## src/rtl/hsi_link_supervisor.sv

```systemverilog
// Reply supervisor for the HSI master link: times each command's reply, requests
// repeats, rotates through redundant line pairs and latches a sticky link failure.
module hsi_link_supervisor #(
  parameter int N_SRC     = 3,
  parameter int N_LINES   = 2,
  parameter int TO_W      = 16,
  parameter int FRAME_TO  = 4096,
  parameter int MAX_RETRY = 2,
  localparam int SRC_W    = (N_SRC > 1) ? $clog2(N_SRC) : 1,
  localparam int LINE_W   = (N_LINES > 1) ? $clog2(N_LINES) : 1
) (
  input  logic              clk,
  input  logic              rst,
  input  logic              cmd_sent,
  input  logic [SRC_W-1:0]  cmd_src,
  input  logic [TO_W-1:0]   reply_delay,
  input  logic              rx_start_bit,
  input  logic              rx_frame_end,
  input  logic              rx_err,
  input  logic              fail_clr,
  output logic [N_SRC-1:0]  repeat_req,
  output logic [LINE_W-1:0] line_sel,
  output logic              line_toggle,
  output logic              link_fail,
  output logic              busy,
  output logic              cmd_drop
);

  localparam int RETRY_W = (MAX_RETRY > 0) ? $clog2(MAX_RETRY + 1) : 1;
  localparam int FT_W    = $clog2(FRAME_TO + 1);
  localparam int TMR_W   = (TO_W > FT_W) ? TO_W : FT_W;

  localparam logic [SRC_W:0]       SRC_LIM   = (SRC_W + 1)'(N_SRC);
  localparam logic [RETRY_W-1:0]   RETRY_LIM = RETRY_W'(MAX_RETRY);
  localparam logic [LINE_W-1:0]    LINE_LAST = LINE_W'(N_LINES - 1);
  // The start-bit cycle itself counts as the first cycle of the frame window.
  localparam logic [TMR_W-1:0]     FRAME_LOAD = TMR_W'((FRAME_TO > 1) ? FRAME_TO - 1 : 1);

  typedef enum logic [2:0] {
    S_IDLE       = 3'd0,
    S_WAIT_START = 3'd1,
    S_WAIT_END   = 3'd2,
    S_EVAL       = 3'd3,
    S_FAIL       = 3'd4
  } state_t;

  state_t             state_q, state_d;
  logic [TMR_W-1:0]   timer_q, timer_d;
  logic [SRC_W-1:0]   src_q, src_d;
  logic [RETRY_W-1:0] retry_q, retry_d;
  logic [LINE_W-1:0]  tried_q, tried_d;
  logic [LINE_W-1:0]  line_sel_q, line_sel_d;
  logic [N_SRC-1:0]   repeat_req_q, repeat_req_d;
  logic               line_toggle_q, line_toggle_d;
  logic               link_fail_q, link_fail_d;
  logic               busy_q, busy_d;
  logic               cmd_drop_q, cmd_drop_d;
  logic               src_ok;
  logic               fail_now;

  assign src_ok = ({1'b0, cmd_src} < SRC_LIM);

  always_ff @(posedge clk) begin
    if (rst) begin
      state_q       <= S_IDLE;
      timer_q       <= '0;
      src_q         <= '0;
      retry_q       <= '0;
      tried_q       <= '0;
      line_sel_q    <= '0;
      repeat_req_q  <= '0;
      line_toggle_q <= 1'b0;
      link_fail_q   <= 1'b0;
      busy_q        <= 1'b0;
      cmd_drop_q    <= 1'b0;
    end else begin
      state_q       <= state_d;
      timer_q       <= timer_d;
      src_q         <= src_d;
      retry_q       <= retry_d;
      tried_q       <= tried_d;
      line_sel_q    <= line_sel_d;
      repeat_req_q  <= repeat_req_d;
      line_toggle_q <= line_toggle_d;
      link_fail_q   <= link_fail_d;
      busy_q        <= busy_d;
      cmd_drop_q    <= cmd_drop_d;
    end
  end

  always_comb begin
    state_d       = state_q;
    timer_d       = timer_q;
    src_d         = src_q;
    retry_d       = retry_q;
    tried_d       = tried_q;
    line_sel_d    = line_sel_q;
    link_fail_d   = link_fail_q;
    repeat_req_d  = '0;
    line_toggle_d = 1'b0;
    cmd_drop_d    = 1'b0;
    fail_now      = 1'b0;

    if (cmd_sent && !((state_q == S_IDLE) && src_ok)) begin
      cmd_drop_d = 1'b1;
    end

    case (state_q)
      S_IDLE: begin
        if (cmd_sent && src_ok) begin
          if (reply_delay != '0) begin
            src_d   = cmd_src;
            timer_d = TMR_W'(reply_delay);
            state_d = S_WAIT_START;
          end else begin
            // No reply expected: treated as a successful exchange.
            retry_d = '0;
            tried_d = '0;
          end
        end
      end

      S_WAIT_START: begin
        timer_d = timer_q - TMR_W'(1);
        if (rx_start_bit) begin
          timer_d = FRAME_LOAD;
          state_d = S_WAIT_END;
        end else if (rx_frame_end || (timer_q == TMR_W'(1))) begin
          fail_now = 1'b1;
        end
      end

      S_WAIT_END: begin
        timer_d = timer_q - TMR_W'(1);
        if (rx_frame_end) begin
          if (rx_err) begin
            fail_now = 1'b1;
          end else begin
            retry_d = '0;
            tried_d = '0;
            state_d = S_IDLE;
          end
        end else if (timer_q == TMR_W'(1)) begin
          fail_now = 1'b1;
        end
      end

      S_EVAL: begin
        state_d = link_fail_q ? S_FAIL : S_IDLE;
      end

      S_FAIL: begin
        if (fail_clr) begin
          link_fail_d = 1'b0;
          retry_d     = '0;
          tried_d     = '0;
          state_d     = S_IDLE;
        end
      end

      default: begin
        state_d = S_IDLE;
      end
    endcase

    // Failure outcome is registered on the same edge that leaves the wait state.
    if (fail_now) begin
      state_d = S_EVAL;
      if (retry_q < RETRY_LIM) begin
        retry_d      = retry_q + RETRY_W'(1);
        repeat_req_d = N_SRC'(1) << src_q;
      end else if (tried_q < LINE_LAST) begin
        retry_d       = '0;
        tried_d       = tried_q + LINE_W'(1);
        line_sel_d    = (line_sel_q == LINE_LAST) ? '0 : line_sel_q + LINE_W'(1);
        line_toggle_d = 1'b1;
        repeat_req_d  = N_SRC'(1) << src_q;
      end else begin
        link_fail_d = 1'b1;
      end
    end

    busy_d = (state_d == S_WAIT_START) || (state_d == S_WAIT_END) || (state_d == S_EVAL);
  end

  assign repeat_req  = repeat_req_q;
  assign line_sel    = line_sel_q;
  assign line_toggle = line_toggle_q;
  assign link_fail   = link_fail_q;
  assign busy        = busy_q;
  assign cmd_drop    = cmd_drop_q;

endmodule

```

## config.mk

```make
export PLATFORM = sky130hd
export DESIGN_NAME = hsi_link_supervisor
export DESIGN_NICKNAME = d
export VERILOG_FILES = /design/src/rtl/hsi_link_supervisor.sv
export SDC_FILE = /design/constraint.sdc
export NUM_CORES = 1
export LEC_CHECK = 0
export CORE_MARGIN = 10
export CORE_UTILIZATION = 30
export DETAILED_ROUTE_END_ITERATION = 10
export HOLD_SLACK_MARGIN = 0.15
export PLACE_DENSITY = 0.61
export SLEW_MARGIN = 20
export SYNTH_ARGS = -nofsm -noshare
export SYNTH_HDL_FRONTEND = slang
export SYNTH_SLANG_ARGS = --single-unit
```

## constraint.sdc

```tcl
create_clock -name clk -period 2.4 [get_ports clk]
set_clock_uncertainty 0.1 [all_clocks]
set_input_delay 0.72 -clock clk [delete_from_list [all_inputs] [get_ports clk]]
set_output_delay 0.72 -clock clk [all_outputs]
set_load 0.01 [all_outputs]
```

==> results of run 1 <==
[state kept, by name, indices dropped and copies added, names as in the netlist]
register and count:
line_toggle 1, timer_q 16, repeat_req 3, busy 1, line_sel 1, link_fail 1, state_q 3, retry_q 2
cmd_drop 1, src_q 2, tried_q 1
[layout make-up]
type | instances | area share, %
Clock buffer | 5 | 2.64
Clock inverter | 3 | 1.63
Inverter | 8 | 1.15
Multi-Input combinational cell | 165 | 44.2
Sequential cell | 32 | 24.5
Tap cell | 75 | 3.60
Timing Repair Buffer | 67 | 22.2
[final timing paths]
check	end	cells after the start	slack, ps
setup reg to reg	repeat_req[1]	7	200
setup / recovery	tried_q	7	110
hold reg to reg	retry_q[0]	2	380
hold / removal	retry_q[0]	2	380
[cell families (layout without fill, tap and decap cells)]
logic type	after synthesis	after routing
buffers and inverters	21	83
flip-flops	32	32
adder cells (fa/ha/maj)	2	2
multiplexers	2	2
AO/OA/AOI/OAI	74	74
XOR/XNOR	6	6
AND/OR/NAND/NOR	81	81
[per-layer routing]
metal / share of wire [%] / GRT usage (%)
met5: 0 / 0
met4: 1.6 / 4.70
met3: 3.7 / 1.97
met2: 50 / 18.5
met1: 45 / 13.5
[cells in the final DEF, fill, tap and decap left out, types with 4 or more instances in the layout]
cell and instances:
buf_4 35, dfxtp_1 32, clkdlybuf4s50_1 30, a21oi_1 25
nand2_1 16, o21ai_0 11, nor2_1 10, inv_1 8
nand3_1 7, xnor2_1 6, nor3_1 5, a211oi_1 5
clkbuf_8 5, and2_1 4, a31o_2 4, a221oi_1 4
[stage by stage]
stage,utilization (%),std cells,hold slack (ps),instance area [µm²],setup slack [ps]
floorplan,-,218,343,1830,178
global placement,41.6,349,364,2460,-467
detailed placement,41.6,349,370,2460,-368
CTS,43.4,355,379,2570,13.4
global route,44.1,355,409,2610,17.8
finish,44.1,355,377,2610,107
[tightest hold or removal path: cells and delay by family, from the launching register on]
kind,cells,cell delay [ps]
flip-flops,1,310
AO/OA/AOI/OAI,1,70
buffers and inverters,1,60
[what timing repair did]
item / CTS / global route
pin swaps: 6 / 1
setup buffers: 0 / 0
setup endpoints to repair: 9 / 12
resized for setup: 4 / 7
[power by group through the flow]
stage / Combinational, mW / Sequential (mW) / Clock [mW]
global route: 0.677 / 0.688 / 0.557
global placement: 0.594 / 0.683 / 0
CTS: 0.601 / 0.673 / 0.536
detailed placement: 0.599 / 0.685 / 0
floorplan: 0.387 / 0.665 / 0
finish: 0.609 / 0.677 / 0.529
==> impl_metrics.toml, run 1 <==
[status]
status = "complete, no violations"

[route]
ant_nets = 0
wl_um = 5330
drt-wirelength-per-cell_um = 15.0
drtIter0Drc = 101
drtPass1Iterations = 4
vias = 1844
route.detailed.drc = 0
via_per_inst = 5.19

[final_layout]
nets = 306
insertedDiodeCount = 0
areaGrowthSynthToFinish_pct = 42.7
multiInputGateArea_um2 = 1150
layout-drive-gt1-share_pct = 23.2
area.sequential_um2 = 641
num-fill-cells = 597

[power_and_ir_drop]
pwr-share-clk_pct = 29.2
power.share.switching_pct = 33.6
power_density_nw_per_um2 = 696
p_seq_share_pct = 37.3
internal_power_mw = 1.21
comb_power_share_pct = 33.5
switchingPower_mw = 0.610
vdd_ir_drop_max_v = 0.000290
power_mw = 1.82
leakagePower_nw = 0.926

[global_routing]
antenna_found_initial = 0
grt.overflow.total = 0
grt_max_degree = 15
grt_pass1_vias = 1837
grt_first_pass_wirelength_um = 9000
grtUsageTotal_pct = 11.0

[clock_network]
cts_hold_buf = 0
numCtsBuffers = 5
cts_max_path_buffers = 2
cts_tree = "built"
cts.sinks = 32
cts_root_buffer = "clkbuf_8"
clk_latency_ps = 290
cts_max_level = 2
clk_pin_slew_worst_paths_ps = 70

[synthesis]
yosysWarnings = 0
ys_ff_latch = 32
yosysTopAreaCell = "dfxtp_1"
ys.flop_type = "dfxtp_1"
ys_seq_area_share_pct = 35.0
synth_top_family_by_area = "simple AND/OR/NAND/NOR gates"
synth.area.top_cells = "dfxtp_1, a21oi_1, nand2_1"
synth.most_common_cell = "dfxtp_1"
synthXorXnorAreaFrac_pct = 2.87
muxShareOfSynthArea_pct = 1.09
syn-num-nets = 245
syn_avg_cell_area_um2 = 8.39
synth_simple_gate_area_share_pct = 28.0
ys_top_cells_by_count = "dfxtp_1, a21oi_1, nand2_1"
synth_top_area_share_pct = 35.0
synth_edf_count = 0
synth_compound_area_share_pct = 26.8
synth.distinct_cells = 49
synth_area_um2 = 1830
synthArstFlopShare_pct = 0
syn_inst = 218
synth_fa_ha_area_share_pct = 1.37

[worst_hold_path]
hold_path.startpoint = "retry_q[0]"
hp-class = "reg -> reg"

[floorplan]
fp-row-count = 28
initial_utilization_pct = 30.9
dieArea_um2 = 9620
io_pins = 33
fp.dieW_um = 98.1
die_y_um = 98.1
core_um2 = 5920

[worst_setup_path]
worstSetupPathType = "in -> reg"
cp-end-kind = "register"
critical-path-top-delay-family = "buffers and inverters"
critPathLaunch = "reply_delay[12]"
required_ps = 2480
cp_cell_sequence = "clkdlybuf4s50_1, nor4_2, nand4_1, buf_4, nor3b_1, o41ai_2, a21oi_1"
critPathSlowestCell = "clkdlybuf4s50_1"
cp-start-kind = "primary input"
crit_arrival_ps = 2370
slowest_delay_ps = 430
r2r_start = "timer_q[1]"
path_max_fanout = 6
cp_num_buf_inv = 2

[placement]
finalWeightedCongestion = 0.837
io_buffers = 32
hpwl_um = 4000

[sta]
worst_slew_pin_slew_ps = 415
timing.final.crit_share_pct = 95.6
maxSlewViolCount = 0
maxSlewHeadroom_pct = 72.2
fmax_mhz = 436
setup_viol = 0
finalWorstPathRequiredPeriod_ps = 2290
hold_viol = 0
rsz0062_at_grt = "no"
tns_ps = 0

[flow_run]
cap_violations = 0
(Power assumes the default switching activity.)
==> inputs of run 2 (changes only) <==
==> constraint.sdc (replaced) <==
create_clock -name clk -period 2.4 [get_ports clk]
set_clock_uncertainty 0.1 [all_clocks]
set_input_delay 0.24 -clock clk [delete_from_list [all_inputs] [get_ports clk]]
set_output_delay 0.24 -clock clk [all_outputs]
set_load 0.01 [all_outputs]
==> run 2 against run 1 <==
Effect of this change: setup slack improved by 110 ps; clock-buffer cell count up 1; largest power group unchanged; global-route usage is 0.12 points lower; sequential share of layout area increased by 2.5 points; critical path type is now reg -> reg; non-clock buffer count decreased by 21; hold slack improved by 7.1 ps; sequential power is 0.6% lower; via count fell by 2.5%; final cell count down 6.2%; highest routed layer unchanged; core utilization shrank 4.1 points.
==> impl_metrics.toml, run 2 (synthesis results as in run 1) <==
[worst_setup_path]
cp_num_buf_inv = 1
critPathSlowestCell = "or3_4"
r2r_end = "repeat_req[1]"
cp_cell_sequence = "inv_1, ha_1, nor4b_1, a41oi_1, or3_4, or3b_4, nor3b_2"
reg2reg_depth = 7
slowest_delay_ps = 450
cp-start-kind = "register"
critPathLaunch = "timer_q[1]"
worstSetupPathType = "reg -> reg"
crit_arrival_ps = 2310
path_max_fanout = 9
r2r_start = "timer_q[1]"
required_ps = 2520
worst-path-stages = 7
regToRegSetupSlack_ps = 210
cp-end-kind = "register"
critical-path-top-delay-family = "simple AND/OR/NAND/NOR gates"
crit_path_end = "repeat_req[1]"

[final_layout]
layoutNonFillerInstCount = 333
num-fill-cells = 583
largest_reg_flops = 16
regMostFlops = "timer_q"
stdcell_area_um2 = 2370
areaGrowthSynthToFinish_pct = 29.4
layout-drive-gt1-share_pct = 13.2
finish.utilization_pct = 40.0
insertedDiodeCount = 0
final_cell_mix = "dfxtp_1, clkdlybuf4s50_1, a21oi_1, nand2_1, buf_4"
nets = 285

[placement]
hpwl_um = 3860
place_inst = 326
dp_slack_ps = 60.2
io_buffers = 32
postPlaceCellArea_um2 = 2290
finalWeightedCongestion = 0.802

[power_and_ir_drop]
vdd_ir_drop_max_v = 0.000346
leakagePower_nw = 0.806
power_density_nw_per_um2 = 695
power_mw = 1.65

[route]
vias = 1797
route.detailed.drc = 0
ant_nets = 0
drt-wirelength-per-cell_um = 15.6
wl_um = 5200
drtIter0Drc = 103
via_per_inst = 5.40
drtPass1Iterations = 4

[clock_network]
clk_pin_slew_worst_paths_ps = 70
postCtsSetupRepairBufs = 0
cts_tree = "built"
cts_hold_buf = 0
cts.sinks = 32
clk_latency_ps = 300
cts_max_level = 2
cts_resized = 0
cts_max_path_buffers = 2
cts_root_buffer = "clkbuf_8"
numCtsBuffers = 5

[global_routing]
antenna_found_initial = 0
grtUsageTotal_pct = 10.9
grt.overflow.total = 0
grt_pass1_vias = 1777
grt_max_degree = 19
grt_first_pass_wirelength_um = 8870

[sta]
maxSlewViolCount = 0
fmax_mhz = 457
worst_slew_pin_slew_ps = 462
whs_ps = 384
setup_viol = 0
tns_ps = 0
hold_viol = 0
rsz0062_at_grt = "no"
maxSlewHeadroom_pct = 68.9
finalWorstPathRequiredPeriod_ps = 2190
fin_ws_ps = 212
timing.final.crit_share_pct = 91.2

[floorplan]
initial_utilization_pct = 30.9
die_y_um = 98.1
dieArea_um2 = 9620
io_pins = 33
core_um2 = 5920
fp.dieW_um = 98.1
fp-row-count = 28

[flow_run]
cap_violations = 0

[status]
status = "complete, no violations"

[worst_hold_path]
hp-class = "reg -> reg"
[run 2: cell types whose count changed in the layout (fill, tap and decap cells not counted), moves of 2 or more]
cell,before,now
nor4_1,3,7
buf_4,35,14
nor4_2,3,0
clkdlybuf4s50_1,30,32
dlygate4sd2_1,2,0
[run 2: area by class of cell]
type                    count  area, µm²  share of cell area (%)
multi-input cells         165       1100                    46.5
repair buffers             46        425                    18.0
inverters                   8       30.0                    1.27
clock inverters             1       5.00                   0.211
well taps                  75       93.8                    3.96
clock buffers               6       72.6                    3.07
flip-flops and latches     32        641                    27.1
[run 2: worst register-to-register path, cell delays in order (launching register included)]
cell and delay, ps:
dfxtp_1 330, inv_1 90, ha_1 140, nor4b_1 270, a41oi_1 160, or3_4 450, or3b_4 410, nor3b_2 170
[run 2: worst min-delay path by stage]
stage / start / endpoint / slack [ps] / cells after the start
2_1_floorplan: cmd_src[0] / src_q[0] / 290 / 2
3_3_place_gp: retry_q[0] / retry_q[0] / 360 / 2
3_5_place_dp: retry_q[0] / retry_q[0] / 370 / 2
4_1_cts: retry_q[0] / retry_q[0] / 380 / 2
5_1_grt: retry_q[0] / retry_q[0] / 400 / 2
6_report: src_q[1] / repeat_req[1] / 380 / 1
[run 2: layer usage]
metal	global-route usage (%)	wire length [µm]
met1	13.0	2280
met3	2.75	252
met2	18.0	2590
met4	4.81	78
met5	0	0
[run 2: power by group]
part / switching (mW) / total [mW] / internal [mW] / leakage [nW]
Clock: 0.203 / 0.400 / 0.197 / 0.0410
Sequential: 0.0812 / 0.673 / 0.592 / 0.263
Combinational: 0.295 / 0.572 / 0.277 / 0.502
Total: 0.580 / 1.65 / 1.07 / 0.806
==> inputs of run 3 (changes only) <==
- CORE_UTILIZATION: 30 -> 45
- PLACE_DENSITY: 0.61 -> 0.8
==> run 3 against run 2 <==
Effect of this change: first-iteration DRC count up 53%; die area down 27%; highest routed layer unchanged; core utilization up 19 points; sequential cell count unchanged; largest cell class unchanged; total power up 3.6%; clock-buffer cell count up 1; sequential power about the same; critical path depth down 2; largest power group unchanged; non-clock buffer count down 1; setup slack worse by 22 ps; register-to-register slack worse by 20 ps; sequential share of layout area up 0.16 points.
==> impl_metrics.toml, run 3 (synthesis results as in run 1) <==
[power_and_ir_drop]
power_mw = 1.71
vdd_ir_drop_max_v = 0.000339
leakagePower_nw = 0.812
power_density_nw_per_um2 = 725

[worst_setup_path]
required_ps = 2510
cp_num_buf_inv = 0
cp_cell_sequence = "nor4_4, a41oi_1, or3_4, or3b_4, nor3b_2"
worstSetupPathType = "reg -> reg"
crit_arrival_ps = 2320
critPathSlowestCell = "or3_4"
path_max_fanout = 12
cp-start-kind = "register"
cp-end-kind = "register"
slowest_delay_ps = 460
critical-path-top-delay-family = "simple AND/OR/NAND/NOR gates"

[placement]
dp_slack_ps = 102
finalWeightedCongestion = 0.873
io_buffers = 32
place_inst = 300
hpwl_um = 3740

[sta]
timing.final.crit_share_pct = 92.1
whs_ps = 388
maxSlewHeadroom_pct = 63.0
hold_viol = 0
setup_viol = 0
maxSlewViolCount = 0
worst_slew_pin_slew_ps = 554
rsz0062_at_grt = "no"
fmax_mhz = 452
tns_ps = 0
fin_ws_ps = 190
finalWorstPathRequiredPeriod_ps = 2210

[final_layout]
multiInputGateArea_um2 = 1110
nets = 284
regMostFlops = "timer_q"
layoutNonFillerInstCount = 307
area.sequential_um2 = 641
layout-drive-gt1-share_pct = 13.6
num-fill-cells = 353
final_cell_mix = "dfxtp_1, clkdlybuf4s50_1, a21oi_1, nand2_1, buf_4"
areaGrowthSynthToFinish_pct = 28.7
largest_reg_flops = 16
insertedDiodeCount = 0

[clock_network]
clk_latency_ps = 300
cts.sinks = 32
postCtsSetupRepairBufs = 0
cts_root_buffer = "clkbuf_8"
cts_tree = "built"
cts_hold_buf = 0
numCtsBuffers = 5
clk_pin_slew_worst_paths_ps = 80
cts_max_path_buffers = 2
cts_max_level = 2

[floorplan]
initial_utilization_pct = 46.1
io_pins = 33
dieArea_um2 = 7010
die_y_um = 83.8
core_um2 = 3970
fp-row-count = 23
fp.dieW_um = 83.8

[route]
ant_nets = 0
via_per_inst = 5.86
wl_um = 4950
drtIter0Drc = 158
vias = 1798
drt-wirelength-per-cell_um = 16.1
route.detailed.drc = 0
drtPass1Iterations = 4

[global_routing]
grt.overflow.total = 0
grt_pass1_vias = 1749
antenna_found_initial = 0
grt_max_degree = 16
grtUsageTotal_pct = 13.8
grt_first_pass_wirelength_um = 8230

[status]
status = "complete, no violations"

[worst_hold_path]
hp-class = "reg -> reg"

[flow_run]
cap_violations = 0
[run 3: per-stage QoR]
| step | utilization [%] | cell area [µm²] |
|---|---|---|
| 2_1_floorplan | - | 1830 |
| 3_3_place_gp | 56.7 | 2250 |
| 3_5_place_dp | 56.7 | 2250 |
| 4_1_cts | 59.1 | 2350 |
| 5_1_grt | 59.3 | 2350 |
| 6_report | 59.3 | 2350 |
[run 3: path summary, 6_finish.rpt]
kind	startpoint	end	slack [ps]	depth (start not counted)
worst min-delay path	src_q[0]	repeat_req[2]	390	1
worst min register to register	src_q[0]	repeat_req[2]	390	1
worst max-delay path	timer_q[7]	repeat_req[1]	190	5
worst max register to register	timer_q[7]	repeat_req[1]	190	5
[run 3: timing repair]
item                                    CTS  global route
gates resized for setup                   0             1
endpoints found under the setup margin    0             1
hold endpoints to repair                  0             0
[run 3: metal layers]
layer | up-vias | track usage (%) | part of all wire (%)
li1 | 895 | - | -
met1 | 843 | 16.8 | 44
met2 | 50 | 22.4 | 49
met3 | 10 | 2.83 | 5.7
met4 | 0 | 6.54 | 2.0
met5 | - | 0 | 0
[run 3: layout make-up]
| class | count | area share, % |
|---|---|---|
| Multi-Input combinational cell | 165 | 47.0 |
| Sequential cell | 32 | 27.2 |
| Timing Repair Buffer | 45 | 17.8 |
| Clock buffer | 7 | 4.09 |
| Tap cell | 50 | 2.66 |
| Inverter | 8 | 1.28 |
[run 3: where the power goes]
group	internal, mW	total [mW]	switching [mW]
Sequential	0.592	0.675	0.0833
Clock	0.255	0.453	0.198
Combinational	0.279	0.577	0.299
Total	1.13	1.71	0.580
